==> src/rtl/instr_sequencer.sv <==
// Fetch/execute sequencer: fetches instructions over a req/ack handshake, presents each
// for one execute cycle, and owns the program counter, halt state and fetch-timeout fault.
module instr_sequencer #(
    parameter int ADDR_W   = 8,
    parameter int INSTR_W  = 9,
    parameter int WAIT_MAX = 15
) (
    input  logic               Clk,
    input  logic               Rst,
    input  logic               i_Run,
    input  logic               i_Step,
    output logic               o_Mem_Req,
    output logic [ADDR_W-1:0]  o_Mem_Addr,
    input  logic               i_Mem_Ack,
    input  logic [INSTR_W-1:0] i_Mem_Data,
    output logic [INSTR_W-1:0] o_Instruction,
    output logic               o_Exec,
    output logic               o_Flag_En,
    input  logic               i_Jump_Taken,
    input  logic [ADDR_W-1:0]  i_Jump_Addr,
    output logic [ADDR_W-1:0]  o_PC,
    output logic               o_Halted,
    output logic               o_Fault
);

    localparam int CNT_W = 4;
    localparam logic [INSTR_W-1:0] HALT_OP = '1;
    localparam logic [2:0]         MATH_OP = 3'b101;

    typedef enum logic [2:0] {
        IDLE,
        FETCH,
        EXEC,
        HALT,
        FAULT
    } state_t;

    state_t             state_q, state_d;
    logic [ADDR_W-1:0]  pc_q, pc_d;
    logic [INSTR_W-1:0] instr_q, instr_d;
    logic [CNT_W-1:0]   cnt_q, cnt_d;
    logic               memReq_q, memReq_d;
    logic               exec_q, exec_d;
    logic               flagEn_q, flagEn_d;
    logic               halted_q, halted_d;
    logic               fault_q, fault_d;

    always_comb begin
        state_d = state_q;
        pc_d    = pc_q;
        instr_d = instr_q;
        cnt_d   = cnt_q;
        case (state_q)
            IDLE: begin
                if (i_Run || i_Step) begin
                    state_d = FETCH;
                    cnt_d   = '0;
                end
            end
            // The counter holds the number of ack-less cycles already spent, so the
            // WAIT_MAX-th consecutive cycle without an ack is the last one allowed.
            FETCH: begin
                if (i_Mem_Ack) begin
                    instr_d = i_Mem_Data;
                    cnt_d   = '0;
                    state_d = EXEC;
                end else if (cnt_q == CNT_W'(WAIT_MAX - 1)) begin
                    state_d = FAULT;
                end else begin
                    cnt_d = cnt_q + CNT_W'(1);
                end
            end
            EXEC: begin
                if (instr_q == HALT_OP) begin
                    state_d = HALT;
                end else begin
                    pc_d    = i_Jump_Taken ? i_Jump_Addr : pc_q + ADDR_W'(1);
                    state_d = i_Run ? FETCH : IDLE;
                end
            end
            default: begin
            end
        endcase

        memReq_d = (state_d == FETCH);
        exec_d   = (state_d == EXEC);
        flagEn_d = (state_d == EXEC) && (instr_d[INSTR_W-1 -: 3] == MATH_OP);
        halted_d = (state_d == HALT);
        fault_d  = (state_d == FAULT);
    end

    // Outputs are registered alongside the state so they change only on clock edges
    // (or immediately on reset).
    always_ff @(posedge Clk or negedge Rst) begin
        if (!Rst) begin
            state_q  <= IDLE;
            pc_q     <= '0;
            instr_q  <= '0;
            cnt_q    <= '0;
            memReq_q <= 1'b0;
            exec_q   <= 1'b0;
            flagEn_q <= 1'b0;
            halted_q <= 1'b0;
            fault_q  <= 1'b0;
        end else begin
            state_q  <= state_d;
            pc_q     <= pc_d;
            instr_q  <= instr_d;
            cnt_q    <= cnt_d;
            memReq_q <= memReq_d;
            exec_q   <= exec_d;
            flagEn_q <= flagEn_d;
            halted_q <= halted_d;
            fault_q  <= fault_d;
        end
    end

    assign o_Mem_Req     = memReq_q;
    assign o_Mem_Addr    = pc_q;
    assign o_PC          = pc_q;
    assign o_Instruction = instr_q;
    assign o_Exec        = exec_q;
    assign o_Flag_En     = flagEn_q;
    assign o_Halted      = halted_q;
    assign o_Fault       = fault_q;

endmodule
==> config.mk <==
export PLATFORM = sky130hd
export DESIGN_NAME = instr_sequencer
export DESIGN_NICKNAME = d
export VERILOG_FILES = /design/src/rtl/instr_sequencer.sv
export SDC_FILE = /design/constraint.sdc
export NUM_CORES = 1
export LEC_CHECK = 0
export CORE_MARGIN = 2
export CORE_UTILIZATION = 65
export CTS_BUF_LIST = sky130_fd_sc_hd__clkbuf_4 sky130_fd_sc_hd__clkbuf_8
export CTS_CLUSTER_DIAMETER = 80
export DETAILED_ROUTE_END_ITERATION = 7
export DONT_BUFFER_PORTS = 1
export MAX_ROUTING_LAYER = met4
export PLACE_DENSITY = 0.86
export SYNTH_ARGS = -nofsm -noshare
export SYNTH_HDL_FRONTEND = slang
export SYNTH_SLANG_ARGS = --single-unit
==> constraint.sdc <==
create_clock -name Clk -period 2 [get_ports Clk]
set_input_delay 0.4 -clock Clk [delete_from_list [all_inputs] [get_ports Clk]]
set_output_delay 0.4 -clock Clk [all_outputs]
set_load 0.1 [all_outputs]
==> flow_summary_export.csv <==
group,metric,value,unit
run_status,outcome,"completed",
timing,fin_crit,1.80,ns
layout,synthToLayoutAreaGrowth,17.3,%
synth,synth_area_leaders,"dfrtp_1 48%, mux2_1 6.0%, buf_4 5.0%, a21oi_1 3.3%, o21ai_0 3.0%",
cts,cts_setup_buffers,0,
worst_setup_path,r2r_end,"o_Instruction[2]",
routing,top_layer,"met4",
floorplan,die-width,52.0,um
routing,wl_met2,1.79,mm
worst_setup_path,cp_data_required_time,1.60,ns
synth,synth_cells,145,
cts,cts_buffers,5,
synth,ys.warnings.count,0,
routing,finalWirelength,3.50,mm
worst_setup_path,cp_max_fo,5,
worst_setup_path,endpoint,"o_PC[2]",
cts,cts-root-buf,"clkbuf_4",
global_routing,grt_first_pass_wirelength,5.40,mm
placed_design,place_inst,185,
cts,htreeDepth,2,
routing,drt_pass1_iterations,4,
routing,ant_nets,0,
synth,synth_nets,171,
synth,synthMuxAreaShare,8.10,%
layout,n_fill_cell,137,
placed_design,gp_congestion,0.904,
routing,routed_via_density,6.50,
routing,drt-initial-drc-count,29,
routing,wl_met3,265,um
hold_path,hold_path_class,"in -> reg",
floorplan,initial_core_util,68.4,%
synth,synth_xor_area_share,0,%
synth,yosys-top-cells-count,"29 x dfrtp_1, 10 x a21oi_1, 10 x buf_4",
synth,yosysSeqAreaShare,48.4,%
cts,cts.clk_slew.worst_paths,0.09,ns
floorplan,dieArea,2710,um^2
worst_setup_path,r2r-start,"state_q[1]",
synth,synth_ff_type,"dfrtp_1",
worst_setup_path,worstPathCellList,"buf_4 > buf_4",
cts,cts_tree,"done",
routing,wl_per_cell,18.0,um
floorplan,io_pins,53,
worst_setup_path,r2r_cells,3,
synth,synth_fa_ha_area_share,2.50,%
routing,wl_met1,1.34,mm
worst_setup_path,critical_path_class,"reg -> out",
worst_setup_path,max_stage_delay,0.40,ns
layout,drive_above_1_share,33.7,%
layout,nNetsFinal,192,
floorplan,core,2190,um^2
worst_setup_path,cp.arrival,1.40,ns
timing,relSlewSlack,61.2,%
routing,drc_errors,0,
timing,worst_pin_slew,0.580,ns
synth,synth-compound-area-share,16.8,%
synth,avgSynthCellArea,10.3,um^2
synth,yosysUniqueCellTypes,42,
layout,fin_cells,194,
global_routing,grt_pass1_vias,1198,
layout,diodes,0,
synth,async_flop_share,100,%
global_routing,grt-ovfl-total,0,
timing,finalSetupViolations,0,
floorplan,die_h,52.0,um
synth,yosys.area.top_type,"dfrtp_1",
cts,cts.sinks,29,
timing,period_share,90.1,%
worst_setup_path,cp_common_cell,"buf_4",
worst_setup_path,startpoint,"o_Mem_Addr[2]",
worst_setup_path,endpoint_kind,"primary output",
worst_setup_path,crit_path_start_kind,"register",
timing,tns,0,ns
synth,synth_top_family_by_area,"compound AO/OA/AOI/OAI gates",
worst_setup_path,path_depth,2,
routing,dr_total_vias,1261,
timing,rsz0062_at_grt,"false",
worst_setup_path,critical_path_buf_inv_count,2,
worst_setup_path,critPathSlowestCell,"dfrtp_2",
global_routing,grt.total_usage,29.4,%
synth,syn_area,1500,um^2
synth,synth-edff-count,0,
cts,clk-insertion-delay-late,0.32,ns
floorplan,fp-row-count,17,
job,max_cap_viol_count,0,
timing,hold_viol_final,0,
timing,max_freq,555,MHz
placed_design,dp_hpwl,2.63,mm
timing,finalMaxSlewViolations,0,
global_routing,grt_max_degree,30,
worst_setup_path,rrSetupSlack,0.32,ns
cts,cts_buffer_depth,2,
worst_setup_path,path_delay_family,"buffers and inverters",
synth,synthSimpleGateAreaFrac,16.5,%
timing,skew,0.00838,ns
synth,synth.top_cell.area_share,48.4,%
placed_design,port_buffers,0,
synth,ys_seq_elements,29,
hold_path,hold_start,"i_Mem_Data[1]",
synth,synth.most_common_cell,"dfrtp_1",
global_routing,antenna_found_initial,0,
==> how the worst min path moves through the flow <==
stage                            end  slack (ns)  cells after the start
global placement       o_Mem_Addr[2]        0.11                      0
CTS                 o_Instruction[1]        0.20                      1
global route        o_Instruction[1]        0.19                      1
floorplan                   cnt_q[0]        0.10                      0
detailed placement     o_Mem_Addr[4]        0.11                      0
finish              o_Instruction[1]        0.21                      1
==> per-stage QoR <==
stage | util (%) | setup slack, ns | instance area (um^2) | hold slack [ns]
final | 80.2 | 0.198 | 1760 | 0.206
after global routing | 80.2 | 0.161 | 1760 | 0.192
after CTS | 80.2 | 0.199 | 1760 | 0.198
after detailed placement | 76.2 | 0.355 | 1670 | 0.105
after global placement | 76.2 | 0.490 | 1670 | 0.105
after floorplan | - | 0.00465 | 1510 | 0.104
==> logic make-up after synthesis <==
kind of cell	after synthesis
multiplexers	11
flip-flops	29
buffers and inverters	20
AO/OA/AOI/OAI	39
AND/OR/NAND/NOR	43
adder cells (fa/ha/maj)	3
==> metal layers <==
layer / track usage (%) / vias to the layer above
met2: 48.3 / 61
met3: 9.77 / 14
met1: 31.7 / 621
met4: 14.9 / 0
li1: - / 565
met5: - / -
==> layout make-up <==
| class | instances | area (um^2) | area share [%] |
|---|---|---|---|
| repair buffers | 28 | 238 | 13.5 |
| inverters | 6 | 22.5 | 1.28 |
| clock buffers | 7 | 58.8 | 3.35 |
| multi-input cells | 96 | 658 | 37.4 |
| well taps | 28 | 35.0 | 1.99 |
| flip-flops and latches | 29 | 746 | 42.4 |
==> sequential cells by signal (all words and copies together), names as in the netlist <==
| name | flops |
|---|---|
| o_Exec | 1 |
| o_Instruction | 9 |
| o_Fault | 1 |
| cnt_q | 4 |
| o_Mem_Req | 1 |
| o_Flag_En | 1 |
| o_Mem_Addr | 8 |
| o_Halted | 1 |
| state_q | 3 |
==> worst register-to-register path: stages, from the launching register on <==
cell	delay, ns
dfrtp_1	0.46
nor2b_1	0.22
and2_1	0.48
mux2_1	0.40
==> cells in the final DEF (no fill, tap or decap), types with 2 or more instances in the layout <==
| cell | instances |
|---|---|
| a31o_2 | 3 |
| a31oi_1 | 2 |
| buf_4 | 25 |
| dfrtp_1 | 13 |
| or3_1 | 3 |
| nand3_1 | 3 |
| nor2b_1 | 2 |
| a21oi_1 | 10 |
| ha_1 | 3 |
| a2bb2oi_1 | 2 |
| o21ai_0 | 9 |
| nor4_1 | 3 |
| nand2b_1 | 3 |
| mux2i_1 | 2 |
| nand4_1 | 2 |
| nor3_1 | 5 |
| o31ai_1 | 4 |
| inv_1 | 5 |
| dfrtp_2 | 16 |
| and3_1 | 4 |
| nor2_1 | 7 |
| buf_12 | 2 |
| mux2_1 | 8 |
| clkbuf_4 | 6 |
| o21ai_1 | 2 |
| nand2_1 | 3 |
==> repair_timing <==
item                                   4_1_cts  5_1_grt
endpoints found under the hold margin       29        0
gates resized for setup                      0        0
hold buffers                                 2        0
Power is not shown: default switching activity piles up to over one toggle a cycle in this logic, so the estimate is an artifact.
